[src/rtl/regfile_mips.sv]
// MIPS 32x32-bit register file: two combinational read ports, one synchronous write port.
// Register 0 is hard-wired to zero; $gp and $sp take parameterised reset values.
module regfile_mips #(
  parameter logic [31:0] SP_INIT = 32'h7fffeffc,
  parameter logic [31:0] GP_INIT = 32'h10008000
) (
  input  logic        clk,
  input  logic        reset,
  input  logic [4:0]  read_reg1,
  input  logic [4:0]  read_reg2,
  input  logic [4:0]  write_reg,
  input  logic [31:0] write_data,
  input  logic        reg_write,
  output logic [31:0] read_data1,
  output logic [31:0] read_data2
);

  localparam int unsigned DATA_W   = 32;
  localparam int unsigned ADDR_W   = 5;
  localparam int unsigned NUM_REGS = 32;
  localparam int unsigned GP_IDX   = 28;
  localparam int unsigned SP_IDX   = 29;

  logic [DATA_W-1:0] regs [NUM_REGS];

  // Reset wins over a same-cycle write; writes to register 0 are dropped.
  always_ff @(posedge clk) begin
    if (reset) begin
      for (int unsigned i = 0; i < NUM_REGS; i++) begin
        if (i == GP_IDX)      regs[ADDR_W'(i)] <= GP_INIT;
        else if (i == SP_IDX) regs[ADDR_W'(i)] <= SP_INIT;
        else                  regs[ADDR_W'(i)] <= '0;
      end
    end else if (reg_write && (write_reg != '0)) begin
      regs[write_reg] <= write_data;
    end
  end

  // Reads come only from stored state, so there is no path from write_data.
  assign read_data1 = (read_reg1 == '0) ? '0 : regs[read_reg1];
  assign read_data2 = (read_reg2 == '0) ? '0 : regs[read_reg2];

endmodule

[config.mk]
export PLATFORM = sky130hd
export DESIGN_NAME = regfile_mips
export DESIGN_NICKNAME = d
export VERILOG_FILES = /design/src/rtl/regfile_mips.sv
export SDC_FILE = /design/constraint.sdc
export NUM_CORES = 2
export LEC_CHECK = 0
export BUFFER_PORTS_ARGS = -buffer_cell sky130_fd_sc_hd__buf_4
export CAP_MARGIN = 30
export CORE_MARGIN = 2
export CORE_UTILIZATION = 66
export CTS_BUF_LIST = sky130_fd_sc_hd__clkbuf_8
export CTS_CLUSTER_DIAMETER = 150
export DETAILED_ROUTE_END_ITERATION = 8
export PLACE_DENSITY = 0.83
export SYNTH_ARGS = -nofsm -noshare
export SYNTH_HDL_FRONTEND = slang
export SYNTH_SLANG_ARGS = --single-unit
[constraint.sdc]
create_clock -name clk -period 2.5 [get_ports clk]
set_input_delay 0.25 -clock clk [delete_from_list [all_inputs] [get_ports clk]]
set_output_delay 0.25 -clock clk [all_outputs]
set_load 0.005 [all_outputs]
### Word-level counts from Yosys, hierarchy flattened

Memory sizes are Yosys's and may differ from the RTL's.
Index checks and enable logic that the tools add are counted.

* muxes and demuxes: 10
* reductions and logical operators: 5

Operator list (count)
* 2-to-1 mux 32 bit: 3
* OR reduction 32 bit: 1
* zero test 5 bit: 2
* 2-to-1 mux 1 bit: 6
* 2-to-1 mux 5 bit: 1
* nonzero test 5 bit: 1
* logical AND 1 bit: 1

* flip-flop bits (word level): 0
* RAM bits: 1024
* logic and storage cells: 16
* memories: 1

Memories
* regs: words 32, width 32, rd ports 2, clocked after Yosys merged registers in 0, wr ports 32, line 24 `logic [DATA_W-1:0] regs [NUM_REGS];`

### Depth between registers and ports, before layout

* word-level depth: 7
* gate-level depth with buffers: 9
* gate-level depth less buffers: 4

### Worst setup path after synthesis

OpenSTA, ideal clock, no wires.

* kind: input to output
* start: in read_reg2[2]
* end: out read_data2[10]
* data arrival time: 1.885 ns
* path slack: 0.365 ns
* stages on the path: 7
* path buffers: 3
* cells stage by stage: buf_2 > buf_2 > clkbuf_1 > mux4_2 > a22o_1 > a2111oi_0 > nor3_1

* cells in the longest elaborated chain, start to end: 2
* elaborated cells on any way between the ends: 3
* those cells by class: mux: 1; reduce/logical: 1; memory: 1

RTL lines
* from (decl): line 10 `input logic [4:0] read_reg2,`
* memory read (32 x 32 bit) or zero test 5 bit (tied branches)
* 2-to-1 mux 32 bit (*): line 41 `assign read_data2 = (read_reg2 == '0) ? '0 : regs[read_reg2];`
* to (decl): line 15 `output logic [31:0] read_data2`

Mark *: on every way between the ends. The rest lies on a longest branch, timed or not.

==> results.cfg <==
[status]
status = complete, but fails checks
violations = negative setup slack

[route]
wl_per_cell_um = 35.98
postRouteAntennaNets = 0
dr.pass1.iters = 8
routed_wl_um = 180700
drc = 0
drt_iter0_drc = 6418
via_count = 37490
routed_via_density = 7.466

[global_route]
grt_pass1_wl_um = 259600
grt_usage = 0.4310
antenna_found_initial = 8
grt_pass1_vias = 39080
grt_max_degree = 64
grt.overflow.total = 0

[logic_synthesis]
synth_cell_types = 45
ys_async_sr_fraction = 0
synth_cells = 3505
synth_edf_count = 1024
ys.flop_type = edfxtp_1
synth.cell_area_um2 = 54260
yosys_warnings = 0
syn_avg_cell_area_um2 = 15.48
yosysSeqAreaShare = 0.5667
ys_ff_latch = 1024

[timing]
min_period_ps = 3129
setup_viol = 64
period_share = 1.252
fmax_mhz = 319.6
finalWorstSetupSlack_ps = -629.1
tightest_slew_ps = 983.8
hold_viol = 0
slew_violations = 0
slew_headroom = 0.3417
rsz0062_at_grt = true

[run]
drv_cap = 0

[layout]
reg.largest.list = regs x1024
max_flop_register = regs
drive_above_1_share = 0.3644
final_cells = 5021
area_delta_synth_final_pct = 17.99
num-nets-final = 3874
fillers = 4326
largest_reg_flops = 1024

[clock_tree]
clk_pin_slew_ps = 60
h-tree-depth = 4
cts_buffers = 166
root_buffer = clkbuf_8
cts_buffer_depth = 3
cts_tree = yes
cts_sinks = 1024

[floorplanning]
design.core.area_um2 = 81720
initial_utilization = 0.6640
die_w_um = 290.7
ios = 114
dieHeight_um = 290.7
fp-row-count = 105
die-area_um2 = 84520

[setup_path]
crit_arrival_ps = 2880
endpoint = read_data1[7]
cp_max_fo = 2
end_kind = primary output
crit_required_ps = 2250
crit_path_start_kind = flip-flop
startpoint = regs[31][7]
timing_worst_setup_path_type = reg2out

[placed_design]
place_inst = 4675
dp_hpwl_um = 111200
routabilityCongestion = 0.9334
dp_slack_ps = -592.2
portBuffers = 113

[power]
p_per_area_nw_per_um2 = 625.4
total_leakage_power_nw = 22.72
ir_drop_mv = 0.6087

[hold_path]
min_path_type = in2reg
cell families (layout without fill, tap and decap cells):
kind of cell    Yosys count  after routing  synth area share
compound gates          259            259           0.03627
buf+inv                 392            799           0.03390
flops                  1024           1024            0.5667
mux                     652            652            0.2298
other cells               1             40        0.00006911
simple gates           1177           1177            0.1333
what timing repair did:
action	in CTS	in global routing
pin swaps	129	27
resized for setup	305	36
hold buffers	33	0
endpoints found under the hold margin	1024	0
endpoints found under the setup margin	64	64
setup buffers	29	12
metrics by stage:
stage / hold WS, ps / util / cell area [um2] / power (mW) / setup TNS [ps]
3_3_place_gp: 738.4 / 0.7164 / 58540 / 25.78 / -8364
6_report: 134.7 / 0.7835 / 64020 / 40.04 / -28100
4_1_cts: 85.18 / 0.7796 / 63700 / 39.66 / -28270
3_5_place_dp: 752.1 / 0.7164 / 58540 / 26.03 / -9914
5_1_grt: 118.4 / 0.7833 / 64010 / 40.92 / -30860
2_1_floorplan: 429.5 / - / 54380 / 23.50 / 0
how the worst min path moves through the flow:
stage                        end  slack [ps]  depth (start not counted)            from
detailed placement   regs[29][5]         750                          2   write_data[5]
global route        regs[29][24]         120                          4    write_reg[0]
CTS                 regs[28][28]          90                          4    write_reg[1]
global placement     regs[29][5]         740                          2   write_data[5]
finish              regs[28][28]         130                          4    write_reg[1]
floorplan           regs[29][10]         430                          1  write_data[10]
layout make-up:
cell class / count / area, um2 / area share
diodes: 8 / 20.02 / 0.0003127
clock buffers: 168 / 2312 / 0.03611
clock inverters: 119 / 615.6 / 0.009615
inverters: 2 / 7.507 / 0.0001173
multi-input cells: 2120 / 23890 / 0.3731
flip-flops and latches: 1024 / 30750 / 0.4803
well taps: 1070 / 1339 / 0.02091
repair buffers: 510 / 5091 / 0.07952
critical path, cell delays in order, from the launching register on:
cell	delay, ps
edfxtp_1	400
mux4_2	490
mux4_2	620
o22ai_2	180
buf_6	140
nor3_2	30
buf_4	140
where the power goes:
part | leakage [nW] | total, mW | internal, mW | switching (mW)
Clock | 1.70 | 13.4 | 6.57 | 6.82
Sequential | 9.77 | 20.4 | 19.9 | 0.566
Combinational | 11.3 | 6.23 | 2.91 | 3.32
cell usage in the layout, fill, tap and decap left out, types with 11 or more instances in the layout:
| cell | count |
|---|---|
| conb_1 | 32 |
| a22o_1 | 26 |
| mux2_2 | 29 |
| inv_1 | 56 |
| or2_2 | 32 |
| buf_6 | 25 |
| a22o_4 | 24 |
| nor2_2 | 30 |
| o22ai_2 | 14 |
| clkbuf_8 | 168 |
| and2_1 | 964 |
| clkinv_1 | 42 |
| mux4_2 | 472 |
| or3_1 | 32 |
| o22ai_1 | 77 |
| nor3_4 | 19 |
| nor3_2 | 35 |
| a2111oi_2 | 11 |
| o22ai_4 | 12 |
| a22oi_1 | 16 |
| dlygate4sd3_1 | 33 |
| edfxtp_1 | 1024 |
| buf_12 | 85 |
| a2111oi_4 | 44 |
| mux2i_1 | 148 |
| buf_4 | 364 |
Yosys cell counts, drive strengths merged (3+ instances only):
| master | count | area (um2) |
|---|---|---|
| a2111oi | 55 | 520.5 |
| a211oi | 7 | 52.55 |
| a21oi | 12 | 60.06 |
| a221oi | 4 | 35.03 |
| a22o | 51 | 446.7 |
| a22oi | 16 | 120.1 |
| a32o | 4 | 40.04 |
| and2 | 965 | 6037 |
| and3 | 3 | 18.77 |
| buf | 122 | 824.5 |
| clkbuf | 268 | 1007 |
| edfxtp | 1024 | 30750 |
| mux2 | 30 | 337.8 |
| mux2i | 150 | 1501 |
| mux4 | 472 | 10630 |
| nand2 | 7 | 26.28 |
| nand2b | 5 | 31.28 |
| nand3 | 5 | 25.02 |
| nand3b | 5 | 37.54 |
| nor2 | 36 | 135.1 |
| nor2b | 14 | 87.58 |
| nor3 | 54 | 270.3 |
| nor4 | 6 | 37.54 |
| nor4b | 3 | 32.53 |
| o21ai | 4 | 20.01 |
| o22ai | 103 | 644.4 |
| or2 | 33 | 206.5 |
| or3 | 32 | 200.2 |
| or3b | 4 | 35.03 |
routing by layer:
metal  global-route usage  routed length, um  vias to the layer above
li1                     -                  -                    14290
met1               0.5467              57260                    18630
met2               0.6531              83460                     3756
met3               0.1317              26570                      808
met4               0.2780              13350                        2
met5                    0                 10                        -
(Power assumes the default switching activity.)
